--- config.mk ---
export PLATFORM = sky130hd
export DESIGN_NAME = mem_port_arbiter
export DESIGN_NICKNAME = d
export VERILOG_FILES = /design/src/rtl/mem_port_arbiter_pkg.sv /design/src/rtl/mem_arb_prio.sv /design/src/rtl/mem_port_arbiter.sv
export SDC_FILE = /design/constraint.sdc
export NUM_CORES = 1
export LEC_CHECK = 0
export CAP_MARGIN = 20
export CORE_MARGIN = 5
export CORE_UTILIZATION = 35
export CTS_BUF_LIST = sky130_fd_sc_hd__clkbuf_4 sky130_fd_sc_hd__clkbuf_8 sky130_fd_sc_hd__clkbuf_16
export DETAILED_ROUTE_END_ITERATION = 12
export PLACE_DENSITY = 0.81
export SKIP_CTS_REPAIR_TIMING = 1
export SLEW_MARGIN = 20
export SYNTH_ARGS = -nofsm -noshare
export SYNTH_HDL_FRONTEND = slang
export SYNTH_SLANG_ARGS = --single-unit
--- constraint.sdc ---
create_clock -name clk -period 2.19 [get_ports clk]
set_input_delay 0.438 -clock clk [delete_from_list [all_inputs] [get_ports clk]]
set_output_delay 0.438 -clock clk [all_outputs]
set_load 0.02 [all_outputs]
--- src/rtl/mem_port_arbiter_pkg.sv ---
// Shared types and constants for the fetch/data memory port arbiter.
package mem_port_arbiter_pkg;

  localparam int unsigned DATA_W     = 32;
  localparam int unsigned WORD_SHIFT = 2;
  localparam int unsigned LAT_W      = 3;

  localparam logic OWN_IF = 1'b0;
  localparam logic OWN_D  = 1'b1;

  typedef enum logic {
    IDLE     = 1'b0,
    WAIT_MEM = 1'b1
  } state_e;

  // Descriptor of the access currently occupying the memory port.
  typedef struct packed {
    logic owner;
    logic we;
    logic mis;
  } acc_t;

endpackage

--- src/rtl/mem_arb_prio.sv ---
// Fetch/data priority selection with a data-run counter that guards fetch from starvation.
module mem_arb_prio #(
  parameter int unsigned MAX_DATA_RUN = 3
) (
  input  logic clk,
  input  logic rst,
  input  logic arb_en,
  input  logic if_req,
  input  logic if_flush,
  input  logic d_req,
  output logic grant_d,
  output logic grant_if
);

  localparam int unsigned RUN_W = $clog2(MAX_DATA_RUN + 1);

  logic [RUN_W-1:0] run_cnt;
  logic             if_cand;
  logic             fetch_due;

  assign if_cand   = if_req & ~if_flush;
  assign fetch_due = (run_cnt == RUN_W'(MAX_DATA_RUN));
  assign grant_d   = arb_en & d_req & ~(if_cand & fetch_due);
  assign grant_if  = arb_en & if_cand & ~grant_d;

  // Count data grants made while a fetch is waiting; saturates at the limit.
  always_ff @(posedge clk or negedge rst) begin
    if (!rst) begin
      run_cnt <= '0;
    end else if (!if_req || grant_if) begin
      run_cnt <= '0;
    end else if (grant_d && !fetch_due) begin
      run_cnt <= run_cnt + RUN_W'(1);
    end
  end

endmodule

--- src/rtl/mem_port_arbiter.sv ---
// Shares one single-ported fixed-latency memory between instruction fetch and data access.
module mem_port_arbiter
  import mem_port_arbiter_pkg::*;
#(
  parameter int unsigned ADDR_W       = 6,
  parameter int unsigned MEM_LAT      = 2,
  parameter int unsigned MAX_DATA_RUN = 3
) (
  input  logic              clk,
  input  logic              rst,
  input  logic              if_req,
  input  logic [DATA_W-1:0] if_addr,
  input  logic              if_flush,
  output logic              if_valid,
  output logic [DATA_W-1:0] if_rdata,
  output logic              stall_if,
  input  logic              d_req,
  input  logic              d_we,
  input  logic [DATA_W-1:0] d_addr,
  input  logic [DATA_W-1:0] d_wdata,
  output logic              d_done,
  output logic [DATA_W-1:0] d_rdata,
  output logic              stall_d,
  output logic              misalign,
  output logic              mem_en,
  output logic              mem_we,
  output logic [ADDR_W-1:0] mem_addr,
  output logic [DATA_W-1:0] mem_wdata,
  input  logic [DATA_W-1:0] mem_rdata
);

  state_e             state_q, state_d;
  logic [LAT_W-1:0]   lat_q, lat_d;
  acc_t               acc_q;
  logic               kill_q;
  logic [DATA_W-1:0]  if_rdata_q;
  logic [DATA_W-1:0]  d_rdata_q;
  logic               grant_d, grant_if, grant_any;
  logic               done_c;
  logic               unused_addr_bits;

  assign unused_addr_bits = ^{if_addr[DATA_W-1:ADDR_W+WORD_SHIFT], d_addr[DATA_W-1:ADDR_W+WORD_SHIFT]};

  mem_arb_prio #(
    .MAX_DATA_RUN(MAX_DATA_RUN)
  ) u_prio (
    .clk     (clk),
    .rst     (rst),
    .arb_en  (rst && (state_q == IDLE)),
    .if_req  (if_req),
    .if_flush(if_flush),
    .d_req   (d_req),
    .grant_d (grant_d),
    .grant_if(grant_if)
  );

  assign grant_any = grant_d | grant_if;
  assign done_c    = (state_q == WAIT_MEM) && (lat_q == LAT_W'(1));

  // State and latency counter registers.
  always_ff @(posedge clk or negedge rst) begin
    if (!rst) begin
      state_q <= IDLE;
      lat_q   <= '0;
    end else begin
      state_q <= state_d;
      lat_q   <= lat_d;
    end
  end

  // Next state: issue on a grant, count down the memory latency, then return to idle.
  always_comb begin
    state_d = state_q;
    lat_d   = lat_q;
    if (state_q == IDLE) begin
      if (grant_any) begin
        state_d = WAIT_MEM;
        lat_d   = LAT_W'(MEM_LAT);
      end
    end else begin
      lat_d = lat_q - LAT_W'(1);
      if (lat_q == LAT_W'(1)) begin
        state_d = IDLE;
      end
    end
  end

  // Capture the access descriptor at issue, the flush kill, and completed read data.
  always_ff @(posedge clk or negedge rst) begin
    if (!rst) begin
      acc_q      <= '0;
      kill_q     <= 1'b0;
      if_rdata_q <= '0;
      d_rdata_q  <= '0;
    end else begin
      if (grant_any) begin
        acc_q <= '{owner: (grant_d ? OWN_D : OWN_IF),
                   we:    (grant_d & d_we),
                   mis:   (grant_d ? |d_addr[WORD_SHIFT-1:0] : |if_addr[WORD_SHIFT-1:0])};
        kill_q <= 1'b0;
      end else if ((state_q == WAIT_MEM) && (acc_q.owner == OWN_IF) && if_flush) begin
        kill_q <= 1'b1;
      end
      if (if_valid) begin
        if_rdata_q <= mem_rdata;
      end
      if (d_done && !acc_q.we) begin
        d_rdata_q <= mem_rdata;
      end
    end
  end

  // Completion pulses; read data is forwarded in the completion cycle and held afterwards.
  assign if_valid = done_c && (acc_q.owner == OWN_IF) && !kill_q && !if_flush;
  assign d_done   = done_c && (acc_q.owner == OWN_D);
  assign misalign = acc_q.mis & (if_valid | d_done);
  assign if_rdata = if_valid ? mem_rdata : if_rdata_q;
  assign d_rdata  = (d_done && !acc_q.we) ? mem_rdata : d_rdata_q;

  // Memory strobe and payload are driven only in the issue cycle.
  assign mem_en    = grant_any;
  assign mem_we    = grant_d & d_we;
  assign mem_addr  = grant_d  ? d_addr[ADDR_W+WORD_SHIFT-1:WORD_SHIFT] :
                     grant_if ? if_addr[ADDR_W+WORD_SHIFT-1:WORD_SHIFT] : '0;
  assign mem_wdata = grant_d ? d_wdata : '0;

  // Stage stalls, forced low while in reset.
  assign stall_if = rst & if_req & ~if_flush & ~if_valid;
  assign stall_d  = rst & d_req & ~d_done;

endmodule
* Word-level counts from Yosys, hierarchy flattened *
Cells that the tools add are included.

storage, ports and cells
  register bits after elaboration = 74
  bits in latches = 0
  bits in writable memories = 0
  ROM bits = 0
  output and inout port bits = 109
  memories = 0

cells by class
  add/sub/neg operators = 2
  $mul = 0
  div/mod/pow operators = 0
  $lt $le $gt $ge = 0
  equality and inequality tests = 2
  shift-type cells = 0
  mux-type cells = 16
  bitwise logic cells = 22
  reductions and logical operators = 21

operators by type and width
  kind                                                                count
  32-bit 2-to-1 mux                                                   3
  1-bit AND                                                           13
  6-bit 2-to-1 mux                                                    2
  1-bit logical AND                                                   10
  1-bit 2-to-1 mux                                                    7
  1-bit NOT                                                           7
  3-bit 2-to-1 mux                                                    2
  2-bit nonzero test                                                  3
  1-bit logical NOT                                                   5
  2-bit 2-to-1 mux                                                    2
  2-bit OR reduction                                                  2
  3-bit by 1-bit == test with 1-bit output, second input constant     1
  3-bit by 1-bit subtractor with 3-bit output, second input constant  1
  2-bit by 1-bit adder with 2-bit output, second input constant       1
  2-bit == test, second input constant                                1
  1-bit bitwise OR                                                    2
  1-bit logical OR                                                    1

* Longest topological paths before layout *
  depth after elaboration = 10
  gate-level depth with buffers = 7
  depth with buffers taken out = 6

* Modules after synthesis *
Synthesis repeated with hierarchy kept, for this count alone.

unflattened totals
  cells, all modules = 239
  area, all modules = 3,339.5 µm²

modules (own cells, without submodules)
  module            instances  cells an instance  area each (µm²)  sequential area each (µm²)
  mem_port_arbiter  1          223                3,198.1          1,801.7
  mem_arb_prio      1          16                 141.4            50.0

* Worst setup path after synthesis *
OpenSTA, ideal clock, no wires.

  path kind = reg2out
  start = register lat_q[1]
  end = output misalign
  arrival = 1.531 ns
  setup slack = 0.221 ns
  stages on the path, launching flop included = 7
  path buffers = 1
  path through = dfrtp_1 -> inv_1 -> ha_1 -> and3b_4 -> nand2_4 -> buf_6 -> a21boi_0

on the way
  longest elaborated chain between the ends = 7
  elaborated cells between the ends (all ways) = 8

ends and longest elaborated chain
  element                                     line                     source
  start: declaration                          mem_port_arbiter.sv:33   logic [LAT_W-1:0] lat_q, lat_d;
  start signal: assignment                    mem_port_arbiter.sv:67   lat_q <= lat_d;
  3-bit by 1-bit == test with 1-bit output *  mem_port_arbiter.sv:58   assign done_c = (state_q == WAIT_MEM) && (lat_q == LAT_W'(1));
  1-bit logical AND *                         mem_port_arbiter.sv:58
  1-bit logical AND (3 in a row)              mem_port_arbiter.sv:114  assign if_valid = done_c && (acc_q.owner == OWN_IF) && !kill_q && !if_flush;
  1-bit bitwise OR *                          mem_port_arbiter.sv:116  assign misalign = acc_q.mis & (if_valid | d_done);
  1-bit AND *                                 mem_port_arbiter.sv:116
  end: declaration                            mem_port_arbiter.sv:24   output logic misalign,

Every way passes the cells marked *; elsewhere a longest branch is shown, timed or not.

* Worst setup path after layout *
  start = register lat_q[1]
  end = output d_rdata[2]

on the way
  longest elaborated chain between the ends = 5

ends and longest elaborated chain
  element                                   line                     source
  3-bit by 1-bit == test with 1-bit output  mem_port_arbiter.sv:58
  1-bit logical AND                         mem_port_arbiter.sv:58
  1-bit logical AND                         mem_port_arbiter.sv:115  assign d_done = done_c && (acc_q.owner == OWN_D);
  1-bit logical AND                         mem_port_arbiter.sv:118  assign d_rdata = (d_done && !acc_q.we) ? mem_rdata : d_rdata_q;
  32-bit 2-to-1 mux                         n/a
  end: declaration                          mem_port_arbiter.sv:22   output logic [DATA_W-1:0] d_rdata,

No other way between the ends.

==> flow_summary.ini <==
[logic_synthesis]
syn_nets = 374
synthTopCellsByCount = dfrtp_1 (74), and2_1 (33), mux2_2 (33)
synth_top_family_by_area = multiplexers
simple_gate_share_of_the_synthesized_area_pct = 10.9
synth.mux.area_fraction_pct = 25.5
postSynthRegisterBits = 74
synth_seq_area_share_pct = 54.7
yosys.area_share.xor_xnor_pct = 0.517
synth_enable_flop_cells = 0
synth_top_area_cell = dfrtp_1
synth_most_common_cell = dfrtp_1
post_synth.cell_area_avg_sq_um = 14.3
synthesis.area_sq_um = 3390
yosysWarnings = 0
post_synth_main_area_contributors = dfrtp_1 (55%), mux2_4 (13%), mux2_2 (11%)
synthFlopType = dfrtp_1
synth-adder-area-share_pct = 1.11
post_synthesis_async_set_or_reset_flop_share_pct = 100
synth-compound-area-share_pct = 3.44
netlist.area_leader.share_pct = 54.7
synthDistinctLibCells = 35
syn-instance-count = 237

[clock_tree]
cts.htree.levels = 3
cts_tree = built
cts_buf_count = 9
cts-root-to-sink-buffers = 2
clkTransAtPathRegs_ns = 0.08
clkLatencyLatePin_ns = 0.35
cts.sinks = 74
cts_root_buffer_type = clkbuf_8

[worst_setup_path]
crit_type = reg -> out
crit_chain = inv_2, ha_4, and3b_4, nand2_4, nor2_8, buf_4, buf_12, mux2_4, clkbuf_2
cp-start-kind = register
r2r-end = d_rdata_q[12]
regToRegStartpoint = lat_q[1]
critPathMaxFanout = 6
crit_required_ns = 1.75
reg2reg_slack_ns = 0.20
worstRegToRegCells = 10
crit_path_max_incr_delay_ns = 0.39
timing.critical_path.arrival_ns = 2.12
timing.critical_path.slowest_stage_cell = dfrtp_1
cp-end-kind = primary output

[routing]
drt_wirelength_mm = 11.3
drt_first_iter_violations = 113
wl_per_cell_microns = 18.0
vias_after_detailed_routing = 2892
detail_route.vias_per_cell = 4.61
first_pass_iters = 4
drc = 0
final_antenna_net_count = 0

[floorplanning]
die-width_microns = 108
core_area_sq_um = 9330
chipHeight_microns = 108
die_area_sq_um = 11700
io_pins = 243
start_util_pct = 36.3
core.rowCount = 35

[power]
power_frac_seq_pct = 30.1
power_density_nw_per_um2 = 1170
p_int_mw = 4.45
net-switching-power_mw = 2.61
report.power.total_mw = 7.07
irDropWorstVdd_v = 0.000458
comb_pwr_share_pct = 56.0
power.leakage_nw = 3.10
sw_frac_of_total_pct = 37.0
pwr-share-clk_pct = 13.9

[placed_design]
placed_cell_area_sq_um = 5660
post-place-cells = 581
globalplace.congestion = 0.782
io_buffer_count = 194
hpwl_mm = 7.92
place_ws_ns = -0.613

[sta]
fmaxAchievable_mhz = 391
min_period_over_period_pct = 117
drv_slew = 0
final_min_period_ns = 2.56
timing_hold_violations_final = 0
postLayoutSetupSlackWorst_ns = -0.369
worstMarginPinSlew_ns = 0.765
fin_hold_ws_ns = 0.163
clock_skew_ns = 0.0121
worst_slew_margin_rel_pct = 49.0
timing.final.setup_violations = 92
rsz0062_at_grt = true

[global_route]
globalRouteTotalUtil_pct = 17.1
met3_grt_util_pct = 6.45
first_global_vias = 3055
grt_util_met1_pct = 18.3
grt_antenna_before_repair = 0
top_usage_layer = met2
grt_first_pass_wirelength_mm = 15.4
globalRouteMet2Util_pct = 30.8
grt_start_max_net_pins = 63
grt.overflow.total = 0

[final_layout]
synthToLayoutAreaGrowth_pct = 77.9
final_instance_area_sq_um = 6020
antenna_cells_inserted = 0
instances_no_fill = 628
design.final.nets = 631
fraction_of_layout_instances_using_a_drive_strength_above_1_pct = 55.3

[outcome]
status = finished, violations left
failing_checks = setup timing

[job]
cap_violations = 0

[min_path]
min_path_type = in -> async
==> how the worst max path moves through the flow <==
stage                     startpoint           end  slack, ns  cells after the start
final                       lat_q[1]    d_rdata[2]      -0.37                      9
after global routing        lat_q[1]    d_rdata[2]      -0.44                      9
after global placement      if_flush  if_rdata[23]      -0.57                      6
after CTS                   lat_q[1]   d_rdata[21]      -0.78                      8
after detailed placement    if_flush  if_rdata[23]      -0.61                      6
after floorplan             lat_q[1]      misalign       0.22                      6
==> cell type report <==
class	instances	area, sq um
Fill cell	741	3310
Multi-Input combinational cell	145	1530
Timing Repair Buffer	257	2260
Inverter	7	26.3
Clock inverter	5	38.8
Sequential cell	74	1850
Tap cell	129	161
Clock buffer	11	145
==> registers in the layout, indices dropped and copies added, names as in the netlist <==
register,count
acc_q,3
u_prio.run_cnt,2
state_q,1
lat_q,3
kill_q,1
if_rdata_q,32
d_rdata_q,32
==> power by group through the flow <==
stage          Sequential, mW  Clock (mW)  Combinational [mW]
2_1_floorplan            2.09           0                2.07
3_3_place_gp             2.12           0                3.79
3_5_place_dp             2.14           0                3.86
4_1_cts                  2.12        1.03                3.88
5_1_grt                  2.18        1.08                4.19
6_report                 2.13       0.983                3.96
==> cells by family after synthesis <==
group	Yosys count
AOI/OAI and AO/OA	16
xor gates and xnor gates	2
adders and majority gates	3
buffers and inverters	18
DFF	74
muxes	67
and+or+nand+nor	57
==> metrics by stage <==
| stage | TNS, ns | util [%] |
|---|---|---|
| after global routing | -29.47 | 64.6 |
| final | -22.46 | 64.6 |
| after detailed placement | -48.76 | 60.7 |
| after global placement | -46.84 | 60.7 |
| after floorplan | 0 | - |
| after CTS | -69.37 | 62.7 |
==> placed cells by master, fill, tap and decap left out, types with 2 or more instances in the layout <==
cell type / instances
dlymetal6s2s_1: 4
clkinvlp_4: 4
mux2_2: 23
mux2_1: 2
clkdlybuf4s50_1: 82
ha_1: 2
and3_1: 3
nor2_1: 8
a21oi_1: 2
buf_6: 36
buf_4: 61
clkbuf_16: 4
and2_4: 13
buf_12: 4
nor2b_4: 2
mux2i_1: 2
and2_1: 20
clkbuf_2: 50
buf_2: 14
clkbuf_8: 10
inv_1: 6
a22o_1: 7
buf_8: 2
dfrtp_1: 74
nand2_1: 2
mux2_4: 40
==> per-layer routing <==
metal  vias to the layer above  wire length (microns)
li1                       1321                      -
met1                      1419                   4260
met2                       138                   5880
met3                        14                    969
met4                         0                    171
met5                         -                      0
==> worst max-delay path: cells and delay by family, from the launching register on <==
family                     cells  cell delay (ns)
buffers and inverters          4             0.52
and+or+nand+nor                3             0.45
DFF                            1             0.39
adders and majority gates      1             0.12
muxes                          1             0.31
(Power assumes the default switching activity.)
==> variant 1, RTL diff (same settings) <==
Make the reset (`rst`) synchronous in 3 clocked blocks.
--- a/src/rtl/mem_arb_prio.sv
+++ b/src/rtl/mem_arb_prio.sv
@@ -24,7 +24,7 @@
   assign grant_if  = arb_en & if_cand & ~grant_d;
 
   // Count data grants made while a fetch is waiting; saturates at the limit.
-  always_ff @(posedge clk or negedge rst) begin
+  always_ff @(posedge clk) begin
     if (!rst) begin
       run_cnt <= '0;
     end else if (!if_req || grant_if) begin
--- a/src/rtl/mem_port_arbiter.sv
+++ b/src/rtl/mem_port_arbiter.sv
@@ -58,7 +58,7 @@
   assign done_c    = (state_q == WAIT_MEM) && (lat_q == LAT_W'(1));
 
   // State and latency counter registers.
-  always_ff @(posedge clk or negedge rst) begin
+  always_ff @(posedge clk) begin
     if (!rst) begin
       state_q <= IDLE;
       lat_q   <= '0;
@@ -86,7 +86,7 @@
   end
 
   // Capture the access descriptor at issue, the flush kill, and completed read data.
-  always_ff @(posedge clk or negedge rst) begin
+  always_ff @(posedge clk) begin
     if (!rst) begin
       acc_q      <= '0;
       kill_q     <= 1'b0;
Behaviour: differs if rst is asserted again (counterexample within 4 cycles, from zero or initial values and one cycle with rst low); with rst held inactive, the same outputs for 10 cycles.
==> variant 1 against the unedited design <==
The run still ends with negative setup slack left; synthesized area is 15% higher; sequential share of layout area is 12 points lower; final area is 34% higher; routed wire length is 64% higher; clock skew is 0.0012 ns lower; setup slack better by 0.12 ns; utilization is 10 points higher; sequential cell count stayed put; global-route usage is 3.4 points higher; synthesized cell count is 100% higher; critical path depth is 1 lower; critical endpoint unchanged.
Power is not compared: it rests on default switching activity, and its combinational part moved more than twofold at a synthesized area within 25%.
==> variant 1: results (changes against the unedited design) <==
* Status: finished, violations left
* Failing checks: negative setup slack
* Mux contribution to synthesized area at 19.6% (-5.9 points)
* CTS buffer count at 9 (unchanged)
* Root buffer cell: clkbuf_8
* Seq/Total Area, Yosys at 38.2% (-17 points)
* Number of global-route vias before repair at 4631 (+52%)
* Compound-Gate Fraction of Synth Area at 11.1% (+7.6 points)
* Post-DR wirelength/cell at 20.4 microns (+14%)
* Critical Path Fanout Max at 6 (unchanged)
* Final Skew at 0.0109 ns (-0.00119 ns)
* Top cells by area, synth: dfxtp_1 (38%), nand2_1 (10%), mux2i_1 (10%)
* Max incr delay on CP at 0.33 ns (-0.06 ns)
* Synth cell types at 38 (+8.6%)
* Final Setup Violations at 99 (+7.6%)
* Post-synth net total at 611 (+63%)
* First-pass GRT wire length at 21600 microns (+40%)
* Crit path from: lat_q[1]
* Place WS at -0.634 ns (-0.0207 ns)
* Worst rel slew slack at 61.8% (+13 points)
* WP data arrival at 2.00 ns (-0.12 ns)
* Mean post-synth cell area at 8.19 sq um (-43%)
* Largest net degree at the start of global routing at 39 (-38%)
* Async SR Flop Fraction at 0% (-100 points)
* Hold Path Class: reg -> reg
* Worst Hold Launch: d_rdata_q[0]
* GR Util All Layers at 20.5% (+3.4 points)
* Share of cells above drive strength 1 at 51.6% (-3.7 points)
* Initial antenna violation count at 0 (unchanged)
* Clk buf depth at 2 (unchanged)
* Sum Neg Setup Slack at -12.86 ns (+9.60 ns)
* Gpl congestion at 0.845 (+8.1%)
* R2R Setup Slk at 0.45 ns (+0.25 ns)
* HPWL after DPL at 10900 microns (+37%)
* Most used DFF post-synth: dfxtp_1
* Critical path's slowest cell: dfxtp_2
* Setup ws final at -0.250 ns (+0.119 ns)
* Path depth of the worst reg2reg path at 7 (-3)
* Placed cells at 838 (+44%)
* Fin Hold WS at 0.462 ns (+0.300 ns)
* XOR/XNOR Fraction of Synth Area at 0.226% (-0.29 points)
* Commonest cells post-synth: nand2_1 (106), dfxtp_1 (74), mux2i_1 (39)
* WL final at 18500 microns (+64%)
* CP endpoint: d_rdata[2]
* Fin nets at 898 (+42%)
* Depth of the CTS H-tree at 3 (unchanged)
* Vias at 4872 (+68%)
* Launch point of the worst reg-to-reg path: state_q
* DR iter-0 viols at 258 (+130%)
* Worst r2r dst: acc_q[1]
* Ant diodes at 0 (unchanged)
* Fillers at 710 (-4.2%)
* DR pass1 iterations at 7 (+3)
* Post-Synth Adder-Cell Area at 0.967% (-0.14 points)
* I/O Buffers at 194 (unchanged)
* Area after DPL at 6350 sq um (+12%)
-- variant 1: cell types whose count changed in the layout (fill, tap and decap cells not counted), moves of 37 or more --
cell and delta:
buf_6 +72, dfxtp_1 +70, nand2_1 +76, dfrtp_1 -74
clkbuf_2 -48, mux2i_1 +37
-- variant 1: report_power, final --
| group | switching (uW) | internal (uW) | total [uW] |
|---|---|---|---|
| combinational | 468 | 471 | 939 |
| sequential | 14.2 | 1370 | 1390 |
| clock | 533 | 547 | 1080 |
-- variant 1: final cells by class --
type	count	area [sq um]	area share, %
clock buffers	10	138	1.70
well taps	140	175	2.16
multi-input cells	350	2910	36.0
inverters	13	48.8	0.603
clock inverters	5	55.1	0.680
flip-flops and latches	74	1490	18.4
repair buffers	313	3280	40.5
-- variant 1: routing by layer --
layer | track usage [%] | wire, microns | vias up
li1 | - | - | 2190
met1 | 20.2 | 6440 | 2345
met2 | 36.8 | 9700 | 257
met3 | 6.95 | 1360 | 80
met4 | 12.6 | 1010 | 0
met5 | 0 | 0 | -
==> variant 2, RTL diff (same settings) <==
Made on the original files. Set the package constant `WORD_SHIFT` to 1 (it was 2).
--- a/src/rtl/mem_port_arbiter_pkg.sv
+++ b/src/rtl/mem_port_arbiter_pkg.sv
@@ -2,7 +2,7 @@
 package mem_port_arbiter_pkg;
 
   localparam int unsigned DATA_W     = 32;
-  localparam int unsigned WORD_SHIFT = 2;
+  localparam int unsigned WORD_SHIFT = 1;
   localparam int unsigned LAT_W      = 3;
 
   localparam logic OWN_IF = 1'b0;
Behaviour: not the same (a bounded check fails within 4 cycles, from zero or initial values and one cycle with rst low).
==> variant 2 against the unedited design <==
Synthesized area up 3.4%; combinational power increased by 12%; critical endpoint is now d_rdata[20]; power up 8.5%; the run still ends with negative setup slack left; synthesized cell count fell by 0.42%; final area up 8.2%; clock skew down 0.0040 ns; largest cell class unchanged; routed wire length increased by 1.0%; sequential cell count is the same; setup slack worse by 0.024 ns.
==> variant 2: results (changes against the unedited design) <==
* Internal at 5040 uW (+13%)
* Non-filler cells, final at 623 (-0.80%)
* Fin Hold WS at 0.106 ns (-0.0570 ns)
* Commonest cells post-synth: dfrtp_1 (74), mux2_4 (57), and2_1 (33)
* Post-synth net total at 373 (-0.27%)
* First-pass GRT wire length at 15700 microns (+1.7%)
* XOR/XNOR Fraction of Synth Area at 0.500% (-0.017 points)
* Antenna viol nets, final at 0 (unchanged)
* Worst slew pin tran at 0.719 ns (-0.0465 ns)
* HPWL after DPL at 8080 microns (+2.1%)
* I/O Buffers at 192 (-1.0%)
* Setup ws final at -0.394 ns (-0.0243 ns)
* Peak VDD IR at 0.000478 V (+4.4%)
* Critical Path Fanout Max at 5 (-1)
* Syn Inst Count at 236 (-0.42%)
* Status: finished, violations left
* Post-DR wirelength/cell at 18.3 microns (+1.8%)
* Met2 usage at 30.8% (+0.077 points)
* Hold Path Class: in -> async
* Fillers at 719 (-3.0%)
* Sum Neg Setup Slack at -22.51 ns (-0.0490 ns)
* Post-Synth Adder-Cell Area at 1.07% (-0.037 points)
* Top cells by area, synth: dfrtp_1 (53%), mux2_4 (24%), and2_1 (5.9%)
* Area after DPL at 5720 sq um (+0.97%)
* Final Setup Violations at 89 (-3.3%)
* Logic pwr share at 58.0% (+2.0 points)
* Compound-Gate Fraction of Synth Area at 3.14% (-0.29 points)
* GR met1 Demand/Resource at 17.8% (-0.57 points)
* Clk pwr share at 14.2% (+0.3 points)
* Failing checks: negative setup slack
* Worst skew pair latency at 0.34 ns
* Largest net degree at the start of global routing at 57 (-9.5%)
* Leakage power total at 0.00372 uW (+20%)
* Number of global-route vias before repair at 3032 (-0.75%)
* Share of cells above drive strength 1 at 50.4% (-4.9 points)
* DR iter-0 viols at 91 (-19%)
* CP endpoint: d_rdata[20]
* Routed vias/inst at 4.53 (-1.6%)
* GR Util All Layers at 17.2% (+0.10 points)
* PwrDens at 1180 nW/um^2 (+0.27%)
* Place WS at -0.609 ns (+0.00418 ns)
* Gpl congestion at 0.791 (+1.1%)
* Final Skew at 0.00801 ns (-0.00405 ns)
* Mux contribution to synthesized area at 27.6% (+2.0 points)
* Worst r2r dst: d_rdata_q[23]
## variant 2: cell types whose count changed in the layout (fill, tap and decap cells not counted), moves of 3 or more
cell / delta
and2_1: -8
and2_4: +8
buf_2: -13
buf_4: -12
buf_6: +36
clkbuf_2: -49
clkdlybuf4s50_1: -3
dlymetal6s2s_1: +34
mux2_2: -17
mux2_4: +19
## variant 2: layout make-up
class	count	area [sq um]	area share, %
tap	133	166	2.55
inverter	6	22.5	0.346
sequential	74	1850	28.4
clock buffer	12	159	2.44
multi-input combinational	144	1600	24.5
clock inverter	4	50.0	0.768
timing repair buffer	250	2670	41.0
## variant 2: layer usage
metal / wire length [microns] / up-vias
li1: - / 1299
met1: 4130 / 1380
met2: 6110 / 130
met3: 937 / 14
met4: 212 / 0
met5: 0 / -
## variant 2: kinds of logic (layout without fill, tap and decap cells)
logic type,Yosys count,in the layout
buffers and inverters,18,272
muxes,67,67
AOI/OAI and AO/OA,15,15
xor gates and xnor gates,2,2
DFF,74,74
and+or+nand+nor,57,57
adders and majority gates,3,3
